`config.mk`:
```
export PLATFORM = sky130hd
export DESIGN_NAME = conv_encode_pack
export DESIGN_NICKNAME = d
export VERILOG_FILES = /design/src/rtl/viterbi_pkg.sv /design/src/rtl/conv_enc_core.sv /design/src/rtl/conv_encode_pack.sv
export SDC_FILE = /design/constraint.sdc
export NUM_CORES = 1
export LEC_CHECK = 0
export ABC_AREA = 1
export CAP_MARGIN = 10
export CORE_ASPECT_RATIO = 1.75
export CORE_MARGIN = 10
export CORE_UTILIZATION = 57
export DETAILED_ROUTE_END_ITERATION = 6
export GPL_TIMING_DRIVEN = 0
export PLACE_DENSITY = 0.84
export SLEW_MARGIN = 20
export SYNTH_ARGS = -nofsm -noshare
export SYNTH_HDL_FRONTEND = slang
export SYNTH_SLANG_ARGS = --single-unit
```
`constraint.sdc`:
```
create_clock -name clk -period 3.45 [get_ports clk]
set_input_delay 0.69 -clock clk [delete_from_list [all_inputs] [get_ports clk]]
set_output_delay 0.69 -clock clk [all_outputs]
set_load 0.005 [all_outputs]
```
`src/rtl/viterbi_pkg.sv`:
```
// Shared constants for the Viterbi test chain: default generators, word geometry
// and the encoder FSM state encoding.
package viterbi_pkg;

  localparam int K            = 3;
  localparam int SYM_PER_WORD = 8;
  localparam int WORD_W       = 16;

  localparam logic [K-1:0] G0_DEF = 3'b111;
  localparam logic [K-1:0] G1_DEF = 3'b101;

  typedef logic [WORD_W-1:0] word_t;

  localparam logic [1:0] ST_IDLE = 2'd0;
  localparam logic [1:0] ST_ENC  = 2'd1;
  localparam logic [1:0] ST_EMIT = 2'd2;

endpackage

```
`src/rtl/conv_enc_core.sv`:
```
// One combinational step of the K=3 convolutional encoder: input bit plus state
// in, {c0,c1} symbol and next state out. Shared with the decoder-side model.
module conv_enc_core
  import viterbi_pkg::*;
(
  input  logic         u,
  input  logic [1:0]   sr,
  input  logic [K-1:0] g0,
  input  logic [K-1:0] g1,
  output logic [1:0]   sym,
  output logic [1:0]   sr_next
);

  logic [K-1:0] taps;

  // Tap vector ordering matches the generator bit mapping: current, sr[0], sr[1].
  assign taps    = {u, sr[0], sr[1]};
  assign sym     = {^(taps & g0), ^(taps & g1)};
  assign sr_next = {sr[0], u};

endmodule

```
`src/rtl/conv_encode_pack.sv`:
```
// Rate-1/2 encoder that packs one byte into a 16-bit word of 8 symbols and
// presents it for exactly 8 extraction-enable cycles.
module conv_encode_pack
  import viterbi_pkg::*;
#(
  parameter logic [K-1:0] G0 = G0_DEF,
  parameter logic [K-1:0] G1 = G1_DEF
) (
  input  logic        clk,
  input  logic        rst,
  input  logic [7:0]  i_byte,
  input  logic        i_valid,
  input  logic        i_sof,
  output logic        o_ready,
  output logic [15:0] o_data,
  output logic        o_en_ext,
  output logic        o_busy
);

  localparam logic [2:0] LAST_SYM = 3'(SYM_PER_WORD - 1);

  logic [1:0] state_q, state_d;
  logic [1:0] sr_q, sr_d;
  logic [7:0] byte_q, byte_d;
  logic [2:0] cnt_q, cnt_d;
  word_t      word_q, word_d;
  word_t      data_q, data_d;

  logic [1:0] sym;
  logic [1:0] sr_step;

  conv_enc_core u_core (
    .u       (byte_q[7]),
    .sr      (sr_q),
    .g0      (G0),
    .g1      (G1),
    .sym     (sym),
    .sr_next (sr_step)
  );

  always_comb begin
    state_d = state_q;
    sr_d    = sr_q;
    byte_d  = byte_q;
    cnt_d   = cnt_q;
    word_d  = word_q;
    data_d  = data_q;
    case (state_q)
      ST_IDLE: begin
        if (i_valid) begin
          byte_d  = i_byte;
          cnt_d   = 3'd0;
          state_d = ST_ENC;
          if (i_sof) sr_d = 2'b00;
        end
      end
      ST_ENC: begin
        sr_d   = sr_step;
        byte_d = {byte_q[6:0], 1'b0};
        word_d = {word_q[13:0], sym};
        cnt_d  = cnt_q + 3'd1;
        // The last symbol is folded straight into o_data so EMIT starts next cycle.
        if (cnt_q == LAST_SYM) begin
          data_d  = {word_q[13:0], sym};
          state_d = ST_EMIT;
        end
      end
      ST_EMIT: begin
        cnt_d = cnt_q + 3'd1;
        if (cnt_q == LAST_SYM) state_d = ST_IDLE;
      end
      default: state_d = ST_IDLE;
    endcase
  end

  always_ff @(posedge clk or negedge rst) begin
    if (!rst) begin
      state_q <= ST_IDLE;
      sr_q    <= 2'b00;
      byte_q  <= 8'h00;
      cnt_q   <= 3'd0;
      word_q  <= '0;
      data_q  <= '0;
    end else begin
      state_q <= state_d;
      sr_q    <= sr_d;
      byte_q  <= byte_d;
      cnt_q   <= cnt_d;
      word_q  <= word_d;
      data_q  <= data_d;
    end
  end

  assign o_ready  = (state_q == ST_IDLE);
  assign o_busy   = (state_q != ST_IDLE);
  assign o_en_ext = (state_q == ST_EMIT);
  assign o_data   = data_q;

endmodule

```
==> metrics.txt, run 1 <==
outcome=finished, final reports clean; library cells used by synthesis=19; via count=1545; PostCTS Resize Cnt=0; Yosys reg bits=45; worst slew pin tran=0.511 ns; synthesis-to-layout area growth=23.9%; largest delay contributor family on the critical path=buffers and inverters; Comb pwr share=43.9%; Mapped Cells=221; Crit. End Element=output port; Die ar.=6410 µm²; PwrDens=868 nW/µm²; crit path max-delay cell type=clkdlybuf4s50_1; startpoint types=register; Worst-path clk slew=0.08 ns; class of the most critical setup path=reg2out; CTS Root Cell=clkbuf_8; GR Overflow Total=0; top cells by area, synth=dfrtp_1 56%, nand2_1 13%, o21ai_0 5.5%, inv_1 4.6%, ha_1 3.7%; initial DRC count=35; Clock Tree Buf Depth=2; number of vias per cell=5.08; clk sinks=45; dpl hpwl=2940 µm; largest net degree at the start of global routing=26; GRT Overall Usage=13.0%; fin crit period=2.37 ns; P_leak=1.20 nW; EDFF count, synth=0; Routed Antenna Nets=0; initial antenna violation count=0; clock skew=0.00737 ns; Flop pwr share=38.7%; vias in the first global route=1577; DIE HEIGHT=98.7 µm; Filler cells=266; Core Area=3400 µm²; final setup fails=0; cell with the most instances after synthesis=nand2_1; Period Utilization, post-route=68.7%; die width=65.0 µm; worst relative slew slack=65.9%; Port Buffers=30; max-cap violation count=0; Power, Total=2.17 mW; final hold vios=0; Yosys top cell area share=55.8%; number of setup buffers added after CTS=0; CTS tree=built; residual DRC count=0; first-pass GRT wire length=6800 µm; CP arrival=1.68 ns; CP required=2.76 ns; ant diodes=0; Synth top cells by count=72 x nand2_1, 45 x dfrtp_1, 25 x inv_1; Clock power frac=17.4%; final wirelength=3860 µm; net count after synthesis=239; Worst path max stage delay=0.51 ns; fin area=2500 µm²; share of layout cells above drive strength 1=13.5%; yosys warns=0; CP Cell Sequence=inv_1, ha_1, inv_2, clkdlybuf4s50_1; DR pass1 iterations=4; Synth area leader=dfrtp_1; Initial Util=59.4%; unrepaired setup endpoints after global routing=no; worst-case hold slack=0.357 ns; Worst-Skew Late Latency=0.29 ns; Crit Path Max Fanout=5; H-tree depth=2; hold crit path type=in2async; nets=277; Achievable Freq=422 MHz; Pint=1.38 mW; Most used DFF post-synth=dfrtp_1; Buf/Inv on CP=3; WL/cell=12.7 µm; Final Wtd Congestion=0.788; Psw=791 µW; syn_area_per_cell=9.13 µm²; register area share after synthesis=55.8%; Cell Area, Synth=2020 µm²; TritonCTS buffer count=5; # rows=28; total negative slack=0 ns; switch share=36.4%; max-slew violation count=0; IO Pins=31; ys async rst share=100%; Area after DPL=2400 µm²; Max VDD drop=608 µV; Post-CTS Hold Fix Bufs=0; post-layout util=73.6%
## flip-flops by register name, indices dropped and copies added, names as in the netlist
name,flops
byte_q,8
cnt_q,3
o_data,16
sr_q,2
word_q,14
state_q,2
## power by group through the flow
stage / Clock, mW / Combinational (mW) / Sequential (mW)
2_1_floorplan: 0 / 0.638 / 0.834
5_1_grt: 0.406 / 1.09 / 0.863
3_3_place_gp: 0 / 0.937 / 0.841
6_report: 0.379 / 0.952 / 0.840
4_1_cts: 0.387 / 0.974 / 0.840
3_5_place_dp: 0 / 0.964 / 0.850
## worst register-to-register path, cell delays in order (launching register included)
cell	delay, ns
dfrtp_1	0.41
inv_1	0.11
ha_1	0.28
inv_2	0.10
nand2_4	0.08
nand2_4	0.07
buf_12	0.16
nand2_2	0.07
o21ai_2	0.05
## placed cells by master (no fill, tap or decap), types with 2 or more instances in the layout
cell	instances
o21ai_2	7
nand2_2	4
dfrtp_1	45
nand2_4	2
nand2_1	72
nand3_1	8
clkbuf_8	5
inv_1	25
a21oi_1	2
buf_2	6
buf_6	2
inv_2	2
o21ai_1	14
ha_1	6
clkdlybuf4s50_1	29
o21ai_0	22
## worst paths after layout
| check | start | to | slack, ns | depth (start not counted) |
|---|---|---|---|---|
| min in group clk | cnt_q[0] | cnt_q[0] | 0.48 | 1 |
| setup / recovery | state_q[0] | o_busy | 1.08 | 4 |
| hold reg to reg | cnt_q[0] | cnt_q[0] | 0.48 | 1 |
| max in group asynchronous | rst | word_q[1] | 2.60 | 2 |
| hold / removal | rst | o_data[9] | 0.36 | 1 |
| setup reg to reg | state_q[1] | byte_q[5] | 2.01 | 8 |
## metal layers
metal / part of all wire (%) / up-vias / global-route usage [%] / routed length (µm)
met5: 0 / - / 0 / 0
met4: 2.0 / 0 / 4.80 / 78
met3: 5.1 / 7 / 4.20 / 198
met2: 54 / 30 / 23.3 / 2080
met1: 39 / 736 / 13.5 / 1500
li1: - / 772 / - / -
## layout make-up
type	count	area, µm²	share of cell area, %
clock inverters	2	35.0	1.40
repair buffers	31	323	12.9
clock buffers	5	68.8	2.75
flip-flops and latches	45	1130	45.0
inverters	28	108	4.30
plain buffers	9	75.1	3.00
multi-input cells	139	709	28.4
well taps	45	56.3	2.25
## metrics by stage
stage / std cells / worst slack (ns)
2_1_floorplan: 221 / 1.96
3_3_place_gp: 296 / 0.536
3_5_place_dp: 297 / 1.38
4_1_cts: 304 / 1.05
5_1_grt: 304 / 1.00
6_report: 304 / 1.08
## cell families after synthesis
kind of cell | synth area share [%]
buffers and inverters | 9.05
AND/OR/NAND/NOR | 17.9
adder cells (fa/ha/maj) | 3.72
flip-flops | 55.8
AO/OA/AOI/OAI | 13.5
Power figures use the tool's default switching activity.
==> run 2: changes to the inputs <==
- CORE_UTILIZATION: 57 -> 53
- PLACE_DENSITY: 0.84 -> 0.79
- clock period: 3.45 -> 2.35 ns (I/O delays scaled with it)
==> run 2 against run 1 <==
  * Clock power rose by 60%
  * Hold slack worse by 0.20 ns
  * Non-clock buffer count stayed put
  * Total power is 49% higher
  * Via count is 0.58% lower
  * Die area is 5.6% higher
  * Final cell count is 0.66% higher
  * Combinational power grew 47%
  * Register-to-register slack worse by 1.1 ns
==> metrics.txt, run 2 (synthesis results as in run 1) <==
H-tree depth=2 (unchanged); Routed Antenna Nets=0 (unchanged); IO Pins=31 (unchanged); clock skew=0.00422 ns (-0.00316 ns); # rows=29 (+3.6%); Clock Tree Buf Depth=2 (unchanged); first-pass GRT wire length=6870 µm (+0.91%); Psw=1.18 mW (+49%); CTS Root Cell=clkbuf_8; final wirelength=3930 µm (+2.0%); worst-case hold slack=0.157 ns (-0.200 ns); most frequent cells in the layout=72 x nand2_1, 45 x dfrtp_1, 29 x clkdlybuf4s50_1; fin area=2520 µm² (+0.70%); DIE HEIGHT=102 µm (+3.0%); final hold vios=0 (unchanged); startpoint types=register; Flop pwr share=38.1% (-0.6 points); worst slew pin tran=0.574 ns (+0.0624 ns); CP Cell Sequence=inv_1, ha_1, inv_2, clkdlybuf4s50_1; worst relative slew slack=61.8% (-4.2 points); outcome=finished, final reports clean; TritonCTS buffer count=5 (unchanged); Worst path max stage delay=0.51 ns (about the same); Worst-path clk slew=0.08 ns (about the same); number of setup buffers added after CTS=0 (unchanged); max-cap violation count=0 (unchanged); Max VDD drop=1020 µV (+67%); hold crit path type=in2async; GR Overflow Total=0 (unchanged); via count=1536 (-0.58%); CP required=1.88 ns (-0.88 ns); Clock power frac=18.7% (+1.3 points); Post-CTS Hold Fix Bufs=0 (unchanged); largest net degree at the start of global routing=25 (-3.8%); Achievable Freq=456 MHz; initial antenna violation count=0 (unchanged); Period Utilization, post-route=93.3%; initial DRC count=55 (+57%); residual DRC count=0 (unchanged); Die ar.=6770 µm² (+5.6%); share of layout cells above drive strength 1=13.8% (+0.33 points); Final Wtd Congestion=0.770 (-2.3%); Initial Util=55.1% (-4.3 points); Area after DPL=2400 µm² (about the same); ant diodes=0 (unchanged); clk sinks=45 (unchanged); PostCTS Resize Cnt=0 (unchanged); class of the most critical setup path=reg2out; GRT Overall Usage=12.8% (-0.15 points); dpl hpwl=3010 µm (+2.4%); final setup fails=0 (unchanged); Power, Total=3.24 mW (+49%); Pint=2.06 mW (+49%); Crit. End Element=output port; unrepaired setup endpoints after global routing=no; Core Area=3660 µm² (+7.8%); DR pass1 iterations=4 (unchanged); number of vias per cell=5.02 (-1.2%); most common cell after layout, fill and taps aside=nand2_1; P_leak=1.20 nW (+0.29%); total negative slack=0 ns (unchanged); Worst-Skew Late Latency=0.30 ns (about the same); Crit Path Max Fanout=5 (unchanged); max-slew violation count=0 (unchanged); CTS tree=built; CP arrival=1.72 ns (+0.04 ns); die width=66.6 µm (+2.6%); WL/cell=12.8 µm (+1.3%); crit path max-delay cell type=clkdlybuf4s50_1; fin crit period=2.19 ns; nets=277 (unchanged); switch share=36.3% (-0.11 points); max reg flops=16 (unchanged); PwrDens=1290 nW/µm² (+48%); synthesis-to-layout area growth=24.8%; Port Buffers=30 (unchanged); vias in the first global route=1593 (+1.0%); Comb pwr share=43.2% (-0.7 points)
## run 2: cell types whose count changed in the layout (fill, tap and decap cells not counted)
cell,previous run,this run
clkinvlp_4,0,1
clkinv_2,1,0
clkbuf_8,5,6
## run 2: layout make-up
| type | instances | area [µm²] |
|---|---|---|
| Fill cell | 298 | 1150 |
| Sequential cell | 45 | 1130 |
| Multi-Input combinational cell | 139 | 709 |
| Timing Repair Buffer | 31 | 323 |
| Inverter | 28 | 108 |
| Clock buffer | 6 | 82.6 |
| Buffer | 9 | 75.1 |
| Tap cell | 46 | 57.6 |
| Clock inverter | 2 | 37.5 |
## run 2: worst paths after layout
check | start | to | slack [ns] | cells past startpoint
min in group clk | cnt_q[0] | cnt_q[0] | 0.48 | 1
min reg2reg | cnt_q[0] | cnt_q[0] | 0.48 | 1
max in group asynchronous | rst | o_data[3] | 1.69 | 2
max | state_q[0] | o_busy | 0.16 | 4
max reg2reg | state_q[0] | byte_q[6] | 0.89 | 8
min | rst | o_data[8] | 0.16 | 1
## run 2: critical path: cells and delay by family (launching register included)
| kind | cells | cell delay (ns) |
|---|---|---|
| buffers and inverters | 3 | 0.72 |
| flip-flops | 1 | 0.41 |
| adder cells (fa/ha/maj) | 1 | 0.28 |
## run 2: power groups by stage
stage | clock, mW | sequential (mW) | combinational (mW)
2_1_floorplan | 0 | 1.23 | 0.937
3_3_place_gp | 0 | 1.23 | 1.38
4_1_cts | 0.620 | 1.23 | 1.43
3_5_place_dp | 0 | 1.25 | 1.43
6_report | 0.605 | 1.23 | 1.40
5_1_grt | 0.652 | 1.27 | 1.60
## run 2: metrics by stage
| step | util (%) | setup WS (ns) | cells |
|---|---|---|---|
| 2_1_floorplan | - | 1.03 | 221 |
| 3_3_place_gp | 64.8 | -0.400 | 297 |
| 3_5_place_dp | 65.4 | 0.490 | 298 |
| 4_1_cts | 68.7 | 0.151 | 306 |
| 5_1_grt | 68.7 | 0.0783 | 306 |
| 6_report | 68.7 | 0.156 | 306 |
## run 2: layer usage
| metal | global-route usage [%] | share of wire (%) | vias to the layer above |
|---|---|---|---|
| met4 | 4.38 | 1.2 | 0 |
| met2 | 23.8 | 54 | 35 |
| met3 | 4.09 | 6.1 | 5 |
| met1 | 12.8 | 38 | 729 |
| met5 | 0 | 0 | - |
| li1 | - | - | 767 |
==> run 3: changes to the inputs <==
- clock period: 2.35 -> 2.3 ns (I/O delays scaled with it)
==> results of run 3 <==
The final DEF is identical to that of run 2. Status: finished, final reports clean.
Among the figures that moved: setup slack after placement 0.490 ns -> 0.450 ns; setup slack after layout 0.156 ns -> 0.116 ns; hold slack 0.157 ns -> 0.147 ns; register-to-register setup slack 0.89 ns -> 0.84 ns; total power 3.24 mW -> 3.31 mW; worst IR drop on VDD 1020 µV -> 1040 µV
